File: src/rtl/lcd_cmd_arbiter_if.sv
// Requester-side bus of lcd_cmd_arbiter: two level requests, their
// {RS, DATA} words and the one-cycle acknowledge pulses.
interface lcd_cmd_arbiter_if;
  localparam int unsigned N_REQ  = 2;
  localparam int unsigned WORD_W = 9;

  logic [N_REQ-1:0]  iREQ;
  logic [WORD_W-1:0] iWORD0;
  logic [WORD_W-1:0] iWORD1;
  logic [N_REQ-1:0]  oACK;

  // Requesters drive requests and words, receive acknowledges.
  modport master (
    output iREQ, iWORD0, iWORD1,
    input  oACK
  );

  // Arbiter samples requests and words, drives acknowledges.
  modport slave (
    input  iREQ, iWORD0, iWORD1,
    output oACK
  );
endinterface

File: src/rtl/lcd_cmd_arbiter.sv
// lcd_cmd_arbiter: owns the LCD_Controller write port. Replays the HD44780
// power-up sequence after reset, then grants the port to one of two
// requesters at a time, holding a settling delay after every command.
// Build option LCD_ARB_RR_EN: round-robin tie break (default: req0 wins).
module lcd_cmd_arbiter #(
  parameter int unsigned DLY_W      = 18,
  parameter int unsigned DLY_CYCLES = 32'h3FFFE
) (
  input  logic                 iCLK,
  input  logic                 iRST_N,
  lcd_cmd_arbiter_if.slave     reqBus,
  output logic                 oINIT_DONE,
  output logic [7:0]           oLCD_DATA,
  output logic                 oLCD_RS,
  output logic                 oLCD_START,
  input  logic                 iLCD_DONE
);

  localparam int unsigned IDX_W    = 3;
  localparam int unsigned INIT_LEN = 5;
  localparam int unsigned WORD_W   = 9;

  typedef enum logic [2:0] {
    INIT_ISSUE,
    WAIT_DONE,
    DLY,
    NEXT,
    IDLE
  } state_t;

  state_t             state, stateNxt;
  logic [DLY_W-1:0]   dlyCnt, dlyCntNxt;
  logic [IDX_W-1:0]   initIdx, initIdxNxt;
  logic               initDoneNxt;
  logic [7:0]         lcdDataNxt;
  logic               lcdRsNxt;
  logic               lcdStartNxt;
  logic [1:0]         ackNxt;
  logic               winner;
  logic [WORD_W-1:0]  winWord;

  // HD44780 power-up words {RS, DATA}: function set, display on, clear,
  // entry mode, cursor home to line 1.
  function automatic logic [WORD_W-1:0] initRom(input logic [IDX_W-1:0] idx);
    case (idx)
      3'd0:    initRom = 9'h038;
      3'd1:    initRom = 9'h00C;
      3'd2:    initRom = 9'h001;
      3'd3:    initRom = 9'h006;
      3'd4:    initRom = 9'h080;
      default: initRom = 9'h000;
    endcase
  endfunction

`ifdef LCD_ARB_RR_EN
  logic rrPtr, rrPtrNxt;

  // Tie goes to the requester not granted last; single requests pass through.
  always_comb begin
    if (reqBus.iREQ == 2'b11) winner = ~rrPtr;
    else                      winner = ~reqBus.iREQ[0];
  end

  // Last-granted requester, moved only on a grant.
  always_ff @(posedge iCLK or negedge iRST_N) begin
    if (!iRST_N) rrPtr <= 1'b0;
    else         rrPtr <= rrPtrNxt;
  end

  // Pointer follows each grant.
  always_comb begin
    rrPtrNxt = rrPtr;
    if (state == IDLE && reqBus.iREQ != 2'b00) rrPtrNxt = winner;
  end
`else
  // Fixed priority: req0 wins whenever it is requesting.
  always_comb winner = ~reqBus.iREQ[0];
`endif

  assign winWord = winner ? reqBus.iWORD1 : reqBus.iWORD0;

  // State and registered outputs.
  always_ff @(posedge iCLK or negedge iRST_N) begin
    if (!iRST_N) begin
      state       <= INIT_ISSUE;
      dlyCnt      <= '0;
      initIdx     <= '0;
      oINIT_DONE  <= 1'b0;
      oLCD_DATA   <= 8'h00;
      oLCD_RS     <= 1'b0;
      oLCD_START  <= 1'b0;
      reqBus.oACK <= 2'b00;
    end else begin
      state       <= stateNxt;
      dlyCnt      <= dlyCntNxt;
      initIdx     <= initIdxNxt;
      oINIT_DONE  <= initDoneNxt;
      oLCD_DATA   <= lcdDataNxt;
      oLCD_RS     <= lcdRsNxt;
      oLCD_START  <= lcdStartNxt;
      reqBus.oACK <= ackNxt;
    end
  end

  // Next-state and next-output decode; the latched word only moves on issue.
  always_comb begin
    stateNxt    = state;
    dlyCntNxt   = dlyCnt;
    initIdxNxt  = initIdx;
    initDoneNxt = oINIT_DONE;
    lcdDataNxt  = oLCD_DATA;
    lcdRsNxt    = oLCD_RS;
    lcdStartNxt = oLCD_START;
    ackNxt      = 2'b00;
    case (state)
      INIT_ISSUE: begin
        {lcdRsNxt, lcdDataNxt} = initRom(initIdx);
        lcdStartNxt            = 1'b1;
        stateNxt               = WAIT_DONE;
      end
      WAIT_DONE: begin
        if (iLCD_DONE) begin
          lcdStartNxt = 1'b0;
          dlyCntNxt   = '0;
          stateNxt    = DLY;
        end
      end
      DLY: begin
        if (dlyCnt == DLY_W'(DLY_CYCLES - 1)) begin
          dlyCntNxt = '0;
          stateNxt  = NEXT;
        end else begin
          dlyCntNxt = dlyCnt + DLY_W'(1);
        end
      end
      NEXT: begin
        if (!oINIT_DONE) begin
          initIdxNxt = initIdx + IDX_W'(1);
          if (initIdx == IDX_W'(INIT_LEN - 1)) begin
            initDoneNxt = 1'b1;
            stateNxt    = IDLE;
          end else begin
            stateNxt = INIT_ISSUE;
          end
        end else begin
          stateNxt = IDLE;
        end
      end
      IDLE: begin
        if (oINIT_DONE && reqBus.iREQ != 2'b00) begin
          {lcdRsNxt, lcdDataNxt} = winWord;
          lcdStartNxt            = 1'b1;
          ackNxt[winner]         = 1'b1;
          stateNxt               = WAIT_DONE;
        end
      end
      default: stateNxt = INIT_ISSUE;
    endcase
  end

endmodule

File: src/flat_wrapper.sv
// flat-port wrapper written by rule: the top's interface ports become plain ports
module lcd_cmd_arbiter_flat 
#(
  parameter int unsigned DLY_W      = 18,
  parameter int unsigned DLY_CYCLES = 32'h3FFFE
)
  (iCLK, iRST_N, oINIT_DONE, oLCD_DATA, oLCD_RS, oLCD_START, iLCD_DONE, reqBus_iREQ, reqBus_iWORD0, reqBus_iWORD1, reqBus_oACK);
  lcd_cmd_arbiter_if reqBus_i ();
  input  logic iCLK;
  input  logic iRST_N;
  output logic oINIT_DONE;
  output logic [7:0] oLCD_DATA;
  output logic oLCD_RS;
  output logic oLCD_START;
  input  logic iLCD_DONE;
  input wire logic [$bits(reqBus_i.iREQ)-1:0] reqBus_iREQ;
  input wire logic [$bits(reqBus_i.iWORD0)-1:0] reqBus_iWORD0;
  input wire logic [$bits(reqBus_i.iWORD1)-1:0] reqBus_iWORD1;
  output wire logic [$bits(reqBus_i.oACK)-1:0] reqBus_oACK;
  assign reqBus_i.iREQ = reqBus_iREQ;
  assign reqBus_i.iWORD0 = reqBus_iWORD0;
  assign reqBus_i.iWORD1 = reqBus_iWORD1;
  assign reqBus_oACK = reqBus_i.oACK;
  lcd_cmd_arbiter #(.DLY_W(DLY_W), .DLY_CYCLES(DLY_CYCLES)) u_core (.iCLK(iCLK), .iRST_N(iRST_N), .reqBus(reqBus_i), .oINIT_DONE(oINIT_DONE), .oLCD_DATA(oLCD_DATA), .oLCD_RS(oLCD_RS), .oLCD_START(oLCD_START), .iLCD_DONE(iLCD_DONE));
endmodule
File: config.mk
export PLATFORM = sky130hd
export DESIGN_NAME = lcd_cmd_arbiter_flat
export DESIGN_NICKNAME = d
export VERILOG_FILES = /design/src/rtl/lcd_cmd_arbiter_if.sv /design/src/rtl/lcd_cmd_arbiter.sv /design/src/flat_wrapper.sv
export SDC_FILE = /design/constraint.sdc
export NUM_CORES = 1
export LEC_CHECK = 0
export ABC_CLOCK_PERIOD_IN_PS = 2130
export CAP_MARGIN = 20
export CORE_ASPECT_RATIO = 1.75
export CORE_UTILIZATION = 43
export DETAILED_ROUTE_END_ITERATION = 8
export PLACE_DENSITY = 0.75
export SYNTH_ARGS = -nofsm -noshare
export SYNTH_HDL_FRONTEND = slang
export SYNTH_SLANG_ARGS = --single-unit
File: constraint.sdc
create_clock -name iCLK -period 2.13 [get_ports iCLK]
set_input_delay 0.426 -clock iCLK [delete_from_list [all_inputs] [get_ports iCLK]]
set_output_delay 0.426 -clock iCLK [all_outputs]
set_load 0.05 [all_outputs]
==> results of run 1 <==
==> cells in the final DEF, fill, tap and decap left out, types with 8 or more instances in the layout <==
cell and n:
dfrtp_1 37, a21oi_1 15, mux2i_1 10, nor2_1 12
clkdlybuf4s50_1 34, nand2_1 26, buf_4 11, nand3_1 10
o21ai_0 18, inv_1 8
==> Yosys cell counts, types with 6 or more instances <==
cell type and count:
nand4_1 7, o21ai_0 18, a211oi_1 6, mux2i_1 10, nand2_1 26, a21oi_1 15
ha_1 7, nor2_1 12, dfrtp_1 37, clkbuf_1 6, nand3_1 10, a21o_1 7
inv_1 8
==> registers in the layout, summed over array words and instances (netlist names) <==
name                flops
u_core.dlyCnt          18
u_core.initIdx          3
u_core.oINIT_DONE       1
u_core.oLCD_DATA        8
u_core.oLCD_RS          1
u_core.oLCD_START       1
u_core.reqBus.oACK      2
u_core.state            3
==> metrics by stage <==
stage               total power, uW  instances  utilization, %  cell area (sq um)
floorplan                      1894        224               -               2083
global placement               2262        309           53.74               2507
detailed placement             2299        309           53.74               2507
CTS                            2920        317           56.13               2619
global route                   3101        317           56.13               2619
finish                         2881        317           56.13               2619
==> power by group <==
part,internal (uW),switching [uW]
clock network,351,257
logic,508,791
registers,847,127
total,1710,1170
==> area by class of cell <==
class	instances	area, sq um
clock inverters	2	38.79
multi-input cells	165	1055
clock buffers	6	72.57
well taps	52	65.06
flip-flops and latches	37	925.9
repair buffers	46	427.9
inverters	9	33.78
fillers	425	2047
==> per-layer routing <==
layer	track usage [%]	up-vias
met1	18.02	862
li1	-	883
met5	0	-
met4	11.32	0
met2	38.05	44
met3	3.560	10
==> cell families (layout without fill, tap and decap cells) <==
| logic type | Yosys count | after routing | share of synthesized area, % |
|---|---|---|---|
| AND/OR/NAND/NOR | 77 | 77 | 19.28 |
| adder cells (fa/ha/maj) | 7 | 7 | 4.204 |
| multiplexers | 13 | 13 | 6.427 |
| buffers and inverters | 22 | 63 | 4.925 |
| flip-flops | 37 | 37 | 44.44 |
| AO/OA/AOI/OAI | 66 | 66 | 19.88 |
| XOR/XNOR | 2 | 2 | 0.8410 |
==> final timing paths <==
kind	from	to	cells after the start
max reg2reg	u_core.dlyCnt[0]$_DFFE_PN0P_	u_core.dlyCnt[14]$_DFFE_PN0P_	7
max	u_core.oLCD_START$_DFFE_PN0P_	oLCD_START	1
min reg2reg	u_core.oLCD_DATA[5]$_DFFE_PN0P_	u_core.oLCD_DATA[5]$_DFFE_PN0P_	2
min in group iCLK	u_core.oLCD_DATA[5]$_DFFE_PN0P_	u_core.oLCD_DATA[5]$_DFFE_PN0P_	2
max in group asynchronous	iRST_N	u_core.dlyCnt[5]$_DFFE_PN0P_	1
min	iRST_N	u_core.oLCD_RS$_DFFE_PN0P_	1
==> metrics.txt, run 1 <==
run status=complete, no violations; global-route wire length before repair=~7400 um; IO buf count=35; hold slack=225.3 ps; DR vias=1799; Post-CTS Resized=0; number of enable flip-flop cells after synthesis=0; Most used DFF post-synth=dfrtp_1; Syn Nets=254; wire per inst=14.13 um; Worst EP required=1700 ps; nets@finish=294; Worst Setup End Kind=output port; Post-Synthesis Cells=approximately 220; I/O pins=36; final slew viol count=0; number of synthesis warnings=0; Post-route DRC=0; Synth async-reset ratio=100.0%; Root Buffer=clkbuf_8; clock sink count=37; top area cells in the synthesized netlist=dfrtp_1 44%, mux2i_1 4.8%, nand2_1 4.7%, o21ai_0 4.3%, ha_1 4.2%; worst min path class=input port to asynchronous set/reset pin; cell taking the most area after synthesis=dfrtp_1; Placer Congestion=0.8187; CTS Hold Bufs=0; CTS H-tree depth=2; Setup CP Type=flop to output port; CTS buffer count=5; gr usage total=20.09%; Buf+Inv Stages, Crit Path=1; highest routing layer actually used=met4; slowest stage delay, CP=810 ps; initial antenna violation count=0; Via density=5.675; Slew HR=about 45%; dpl ws=152.4 ps; CP max stage cell=clkdlybuf4s50_1; Initial Util=44.65%; peak fanout along the critical path=3; area delta synth->final=25.71%; pwr dens=1100 nW/um^2; Met2 Routed Length=2565 um; CP cell instances=clkdlybuf4s50_1; CTS Buffer Depth=2; Largest delay share family, worst path=buffers and inverters; Lkg Pwr=approximately 0.0011 uW; Avg Cell Area, Syn=9.300 sq um; fmax=527.8 MHz; worst-margin pin slew=828.1 ps; Post-Syn Area=2083 sq um; Worst Path Arrival=about 1500 ps; final setup fails=0; Worst-Skew Late Latency=300 ps; setup TNS=0 ps; Iteration-0 DRC Markers=55; Pre-antenna DRT Iters=4; Tmin final=1895 ps; Worst Skew=8.530 ps; max cap viols=0; Startpoint Class=flop; CTS tree=done; peak supply drop=0.0007071 V; WL met1=roughly 1600 um; reg2reg setup slack=300 ps; Die H=94.08 um; Clock Pin Slew Worst Setup and Hold Paths=approximately 80 ps; Core Box Area=between 4000 and 5000 sq um; sequential fraction of the synthesis area=44.44%; number of core rows=33; largest net degree at the start of global routing=38; vias in the first global route=1786; PnR worst setup slack=235.4 ps; final WL=around 4500 um; # diodes=0; RSZ-0062 raised after global routing=false; Met3 Wirelength=197 um; Distinct cells, synth=44; Final Hold Fails=0; die area=5138 sq um; post-CTS setup buffers=0; number of synthesized register bits=37; period utilization=about 89%; die width=54.62 um; DP HPWL=3394 um; antenna viol nets, final=0; total congestion overflow=0; share of Yosys cell area claimed by the top area cell type=44.44%; ratio of cells with drive above 1 in the final layout=10.57%
No activity file was read; power rests on OpenSTA's default activity.
==> run 2, diff against run 1 <==
ABC_CLOCK_PERIOD_IN_PS = not set   (was 2130)
DONT_BUFFER_PORTS = 1   (was not set)
PLACE_DENSITY = 0.66   (was 0.75)
==> run 2 against run 1 <==
Flip-flop and latch count unchanged. Via count decreased by 8.8%. Non-clock buffer count fell by 39. Sequential power rose by 21%. Setup slack improved by 55 ps. First-iteration DRC count is 33% lower. Critical path type is now flop to flop. Largest cell class unchanged. Largest power group is now sequential cells.
==> metrics.txt, run 2 (same netlist as run 1, synthesis figures left out) <==
run status=complete, no violations; vias in the first global route=1594; CTS Hold Bufs=2; final WL=4060 um; Startpoint Class=flop; Via density=about 6; total congestion overflow=0; P_sw=1099 uW; Worst Path Arrival=2050 ps; reg2reg setup slack=290 ps; Core Box Area=4666 sq um; Worst-Skew Late Latency=280 ps; Iteration-0 DRC Markers=37; sw frac=43.48%; RSZ-0062 raised after global routing=false; Worst Hold Launch=reqBus_iREQ[0]; Largest regs=u_core.dlyCnt (18), u_core.oLCD_DATA (8); combinational share of power=33.9%; CP max stage cell=dfrtp_1; wire per inst=~15 um; design area=2233 sq um; Final Hold Fails=0; initial antenna violation count=0; nets@finish=255; Clock Pin Slew Worst Setup and Hold Paths=about 70 ps; antenna viol nets, final=0; Top reg by flops=u_core.dlyCnt; PnR worst setup slack=290.3 ps; area delta synth->final=7.207%; max cap viols=0; largest net degree at the start of global routing=38; worst min path class=input port to flop; CTS Buffer Depth=2; Root Buffer=clkbuf_8; Post-route DRC=0; global-route wire length before repair=roughly 7000 um; max FFs per register=18; ratio of cells with drive above 1 in the final layout=9.333%; I/O pins=36; Worst R2R Path Depth=6; worst hold path cell count=1; peak fanout along the critical path=18; Slew HR=62.06%; internal power=approximately 1400 uW; critical path startpoint=u_core.state[0]$_DFFE_PN0P_; Worst EP required=2340 ps; Die H=94.08 um; final setup fails=0; Fillers=448; Final Total Pwr=2527 uW; CP cell instances=nand2b_1 > or2_0 > a21oi_4 > buf_4 > a21oi_1 > mux2i_1; peak supply drop=0.0007607 V; CTS buffer count=5; most frequent cells in the layout=37 x dfrtp_1, 26 x nand2_1, 18 x o21ai_0, 15 x a21oi_1, 12 x nor2_1; die width=between 50 and 60 um; worst-margin pin slew=~570 ps; CTS tree=done; Post-CTS Resized=0; Worst R2R Start=u_core.state[0]$_DFFE_PN0P_; # diodes=0; DP HPWL=2934 um; Placer Congestion=0.8160; Clock power frac=a little under 20%; Pre-antenna DRT Iters=4; r2r endpoint=u_core.dlyCnt[6]$_DFFE_PN0P_; fmax=543.6 MHz; worst hold endpoint=u_core.reqBus.oACK[0]$_DFF_PN0_; Initial Util=44.65%; Worst Setup End Kind=flop; commonest non-fill, non-tap cell in the layout=dfrtp_1; placed cell area=2117 sq um; IO buf count=0; dpl ws=338.0 ps; DR vias=1641; number of core rows=33; Setup CP Type=flop to flop; post-CTS setup buffers=0; CTS H-tree depth=2; pwr dens=1131 nW/um^2; clock sink count=37; final slew viol count=0; Lkg Pwr=0.0009886 uW; setup TNS=0 ps; period utilization=approximately 86%; Tmin final=1840 ps; Worst Skew=between 4 and 5 ps; Post-Route Utilization=47.87%; gr usage total=18.76%; die area=5138 sq um; slowest stage delay, CP=450 ps; Seq pwr share=46.6%
run 2: cell type report:
cell class | instances | area, sq um | share of cell area, %
clock buffer | 7 | 86.33 | 3.866
inverter | 9 | 33.78 | 1.513
multi-input combinational | 165 | 1055 | 47.23
sequential | 37 | 925.9 | 41.46
tap | 52 | 65.06 | 2.913
timing repair buffer | 7 | 67.56 | 3.025
run 2: power groups by stage:
stage | Sequential (uW) | Clock (uW) | Combinational (uW)
5_1_grt | 1210 | 532 | 985
6_report | 1180 | 492 | 857
3_3_place_gp | 1190 | 0 | 832
3_5_place_dp | 1190 | 0 | 841
4_1_cts | 1180 | 507 | 864
2_1_floorplan | 1130 | 0 | 761
run 2: layer usage:
| layer | GRT usage [%] | vias up | wire [um] |
|---|---|---|---|
| li1 | - | 808 | - |
| met1 | 18.47 | 782 | 1595 |
| met2 | 33.43 | 44 | 2199 |
| met3 | 4.045 | 7 | 146 |
| met4 | 10.68 | 0 | 119 |
| met5 | 0 | - | 0 |
run 2: how the worst max path moves through the flow:
stage | endpoint
final | u_core.dlyCnt[6]$_DFFE_PN0P_
after global routing | u_core.dlyCnt[6]$_DFFE_PN0P_
after CTS | u_core.dlyCnt[6]$_DFFE_PN0P_
after detailed placement | u_core.dlyCnt[6]$_DFFE_PN0P_
after global placement | u_core.dlyCnt[6]$_DFFE_PN0P_
after floorplan | u_core.oLCD_DATA[4]$_DFFE_PN0P_
run 2: per-stage QoR:
step	cells	hold WS [ps]
final	277	302.1
after global routing	277	296.0
after CTS	277	294.1
after detailed placement	268	131.1
after global placement	268	131.1
after floorplan	224	130.4
run 2: critical path: cells and delay by family, from the launching register on:
family,cells,cell delay [ps]
flops,1,450
simple gates,2,460
mux,1,150
buf+inv,1,240
compound gates,2,470
==> run 3, diff against run 2 <==
CELL_PAD_IN_SITES_DETAIL_PLACEMENT = 1   (was not set)
CELL_PAD_IN_SITES_GLOBAL_PLACEMENT = 1   (was not set)
CTS_CLUSTER_DIAMETER = 40   (was not set)
PLACE_DENSITY = 0.8   (was 0.66)
==> run 3 against run 2 <==
Count of clock-buffer cells in the layout stayed put. Sequential power is essentially flat. Flip-flop and latch count did not move. Cell count up 1.4%. Total power is 8.0% higher. Fmax grew 1.6%. Clock skew about the same. Worst hold slack got worse by 6.8 ps. Register-to-register slack improved by 30 ps. Highest routed layer unchanged.
==> metrics.txt, run 3 (same netlist as run 1, synthesis figures left out) <==
run status=complete, no violations; Root Buffer=clkbuf_8; peak fanout along the critical path=13; Worst Path Arrival=a little over 2000 ps; DP HPWL=3482 um; reg2reg setup slack=320 ps; initial antenna violation count=0; Worst Hold Launch=reqBus_iREQ[0]; Clock Pin Slew Worst Setup and Hold Paths=80 ps; Worst R2R Path Depth=6; Top reg by flops=u_core.dlyCnt; nets@finish=258; Final Hold Fails=0; max cap viols=0; wire per inst=17.16 um; Largest regs=u_core.dlyCnt (18), u_core.oLCD_DATA (8); Fillers=between 500 and 600; Worst-Skew Late Latency=about 290 ps; final slew viol count=0; pwr dens=1194 nW/um^2; number of core rows=33; total congestion overflow=0; Die H=about 94 um; gr usage total=approximately 22%; final setup fails=0; CP endpoint=u_core.dlyCnt[11]$_DFFE_PN0P_; Worst Skew=4.366 ps; worst-margin pin slew=595.3 ps; Worst Setup End Kind=flop; Via density=roughly 6; RSZ-0062 raised after global routing=false; final WL=4823 um; vias in the first global route=roughly 1700; I/O pins=36; global-route wire length before repair=7948 um; Iteration-0 DRC Markers=14; area delta synth->final=9.730%; CTS Buffer Depth=2; largest net degree at the start of global routing=38; CTS tree=done; Lkg Pwr=0.001018 uW; clock sink count=37; Placer Congestion=around 0.87; Pre-antenna DRT Iters=4; antenna viol nets, final=0; IO buf count=0; Setup CP Type=flop to flop; r2r endpoint=u_core.dlyCnt[11]$_DFFE_PN0P_; ratio of cells with drive above 1 in the final layout=10.92%; post-CTS setup buffers=0; Post-CTS Resized=0; fmax=552.1 MHz; DR vias=1673; Initial Util=44.65%; die width=54.62 um; Post-route DRC=0; Post-Route Utilization=48.99%; Slew HR=60.32%; Core Box Area=roughly 4700 sq um; most frequent cells in the layout=37 x dfrtp_1, 26 x nand2_1, 18 x o21ai_0, 15 x a21oi_1, 12 x nor2_1; Startpoint Class=flop; period utilization=a little under nine tenths; critical path startpoint=u_core.state[0]$_DFFE_PN0P_; die area=~5100 sq um; # diodes=0; Tmin final=1811 ps; Worst EP required=2350 ps; commonest non-fill, non-tap cell in the layout=dfrtp_1; peak supply drop=0.0007305 V; max FFs per register=18; CTS H-tree depth=2; CTS buffer count=5; setup TNS=0 ps; worst min path class=input port to flop; Worst R2R Start=u_core.state[0]$_DFFE_PN0P_
## run 3: cell count changes in the layout (fill, tap and decap cells not counted), sizes merged
cell,before,now
buf,6,9
bufinv,0,1
## run 3: metal layers
metal	vias up	routed length [um]	GRT usage [%]	part of all wire, %
met5	-	0	0	0
met4	0	163	13.46	3.4
met3	11	120	3.398	2.5
met2	37	2760	41.27	57
met1	818	1777	20.24	37
li1	807	-	-	-
## run 3: cell type report
cell class,count,area [sq um],area share [%]
sequential,37,925.9,40.50
inverter,9,33.78,1.478
clock buffer,7,86.33,3.777
tap,52,65.06,2.846
timing repair buffer,10,90.09,3.941
clock inverter,1,30.03,1.314
multi-input combinational,165,1055,46.14
## run 3: worst min-delay path by stage
stage / to / depth (start not counted) / slack [ps]
floorplan: u_core.dlyCnt[0]$_DFFE_PN0P_ / 0 / 130
global placement: u_core.reqBus.oACK[1]$_DFF_PN0_ / 0 / 130
detailed placement: u_core.reqBus.oACK[1]$_DFF_PN0_ / 0 / 130
CTS: u_core.reqBus.oACK[0]$_DFF_PN0_ / 1 / 290
global route: u_core.reqBus.oACK[0]$_DFF_PN0_ / 1 / 290
finish: u_core.reqBus.oACK[0]$_DFF_PN0_ / 1 / 300
## run 3: what timing repair did
item | in CTS | in global routing
endpoints found under the hold margin | 37 | 0
endpoints found under the setup margin | 0 | 0
hold buffers | 2 | 0
## run 3: report_power, final
group	switching (uW)	internal, uW
logic	556	352
registers	339	841
clock network	258	382
total	1150	1580
## run 3: critical path, stage by stage (launching register included)
cell      delay, ps
dfrtp_1         450
nand2b_1        190
or2_0           280
a21oi_4         350
buf_4           220
nand4_1          90
mux2i_1         160
## run 3: through the flow
step	std cells	power, uW	setup WS [ps]	hold WS, ps	cell area [sq um]
floorplan	224	1894	463.3	130.4	2083
global placement	271	2063	360.1	131.1	2140
detailed placement	271	2099	324.5	131.1	2140
CTS	281	2768	297.4	292.1	2286
global route	281	2933	147.7	293.0	2286
finish	281	2729	318.8	295.3	2286
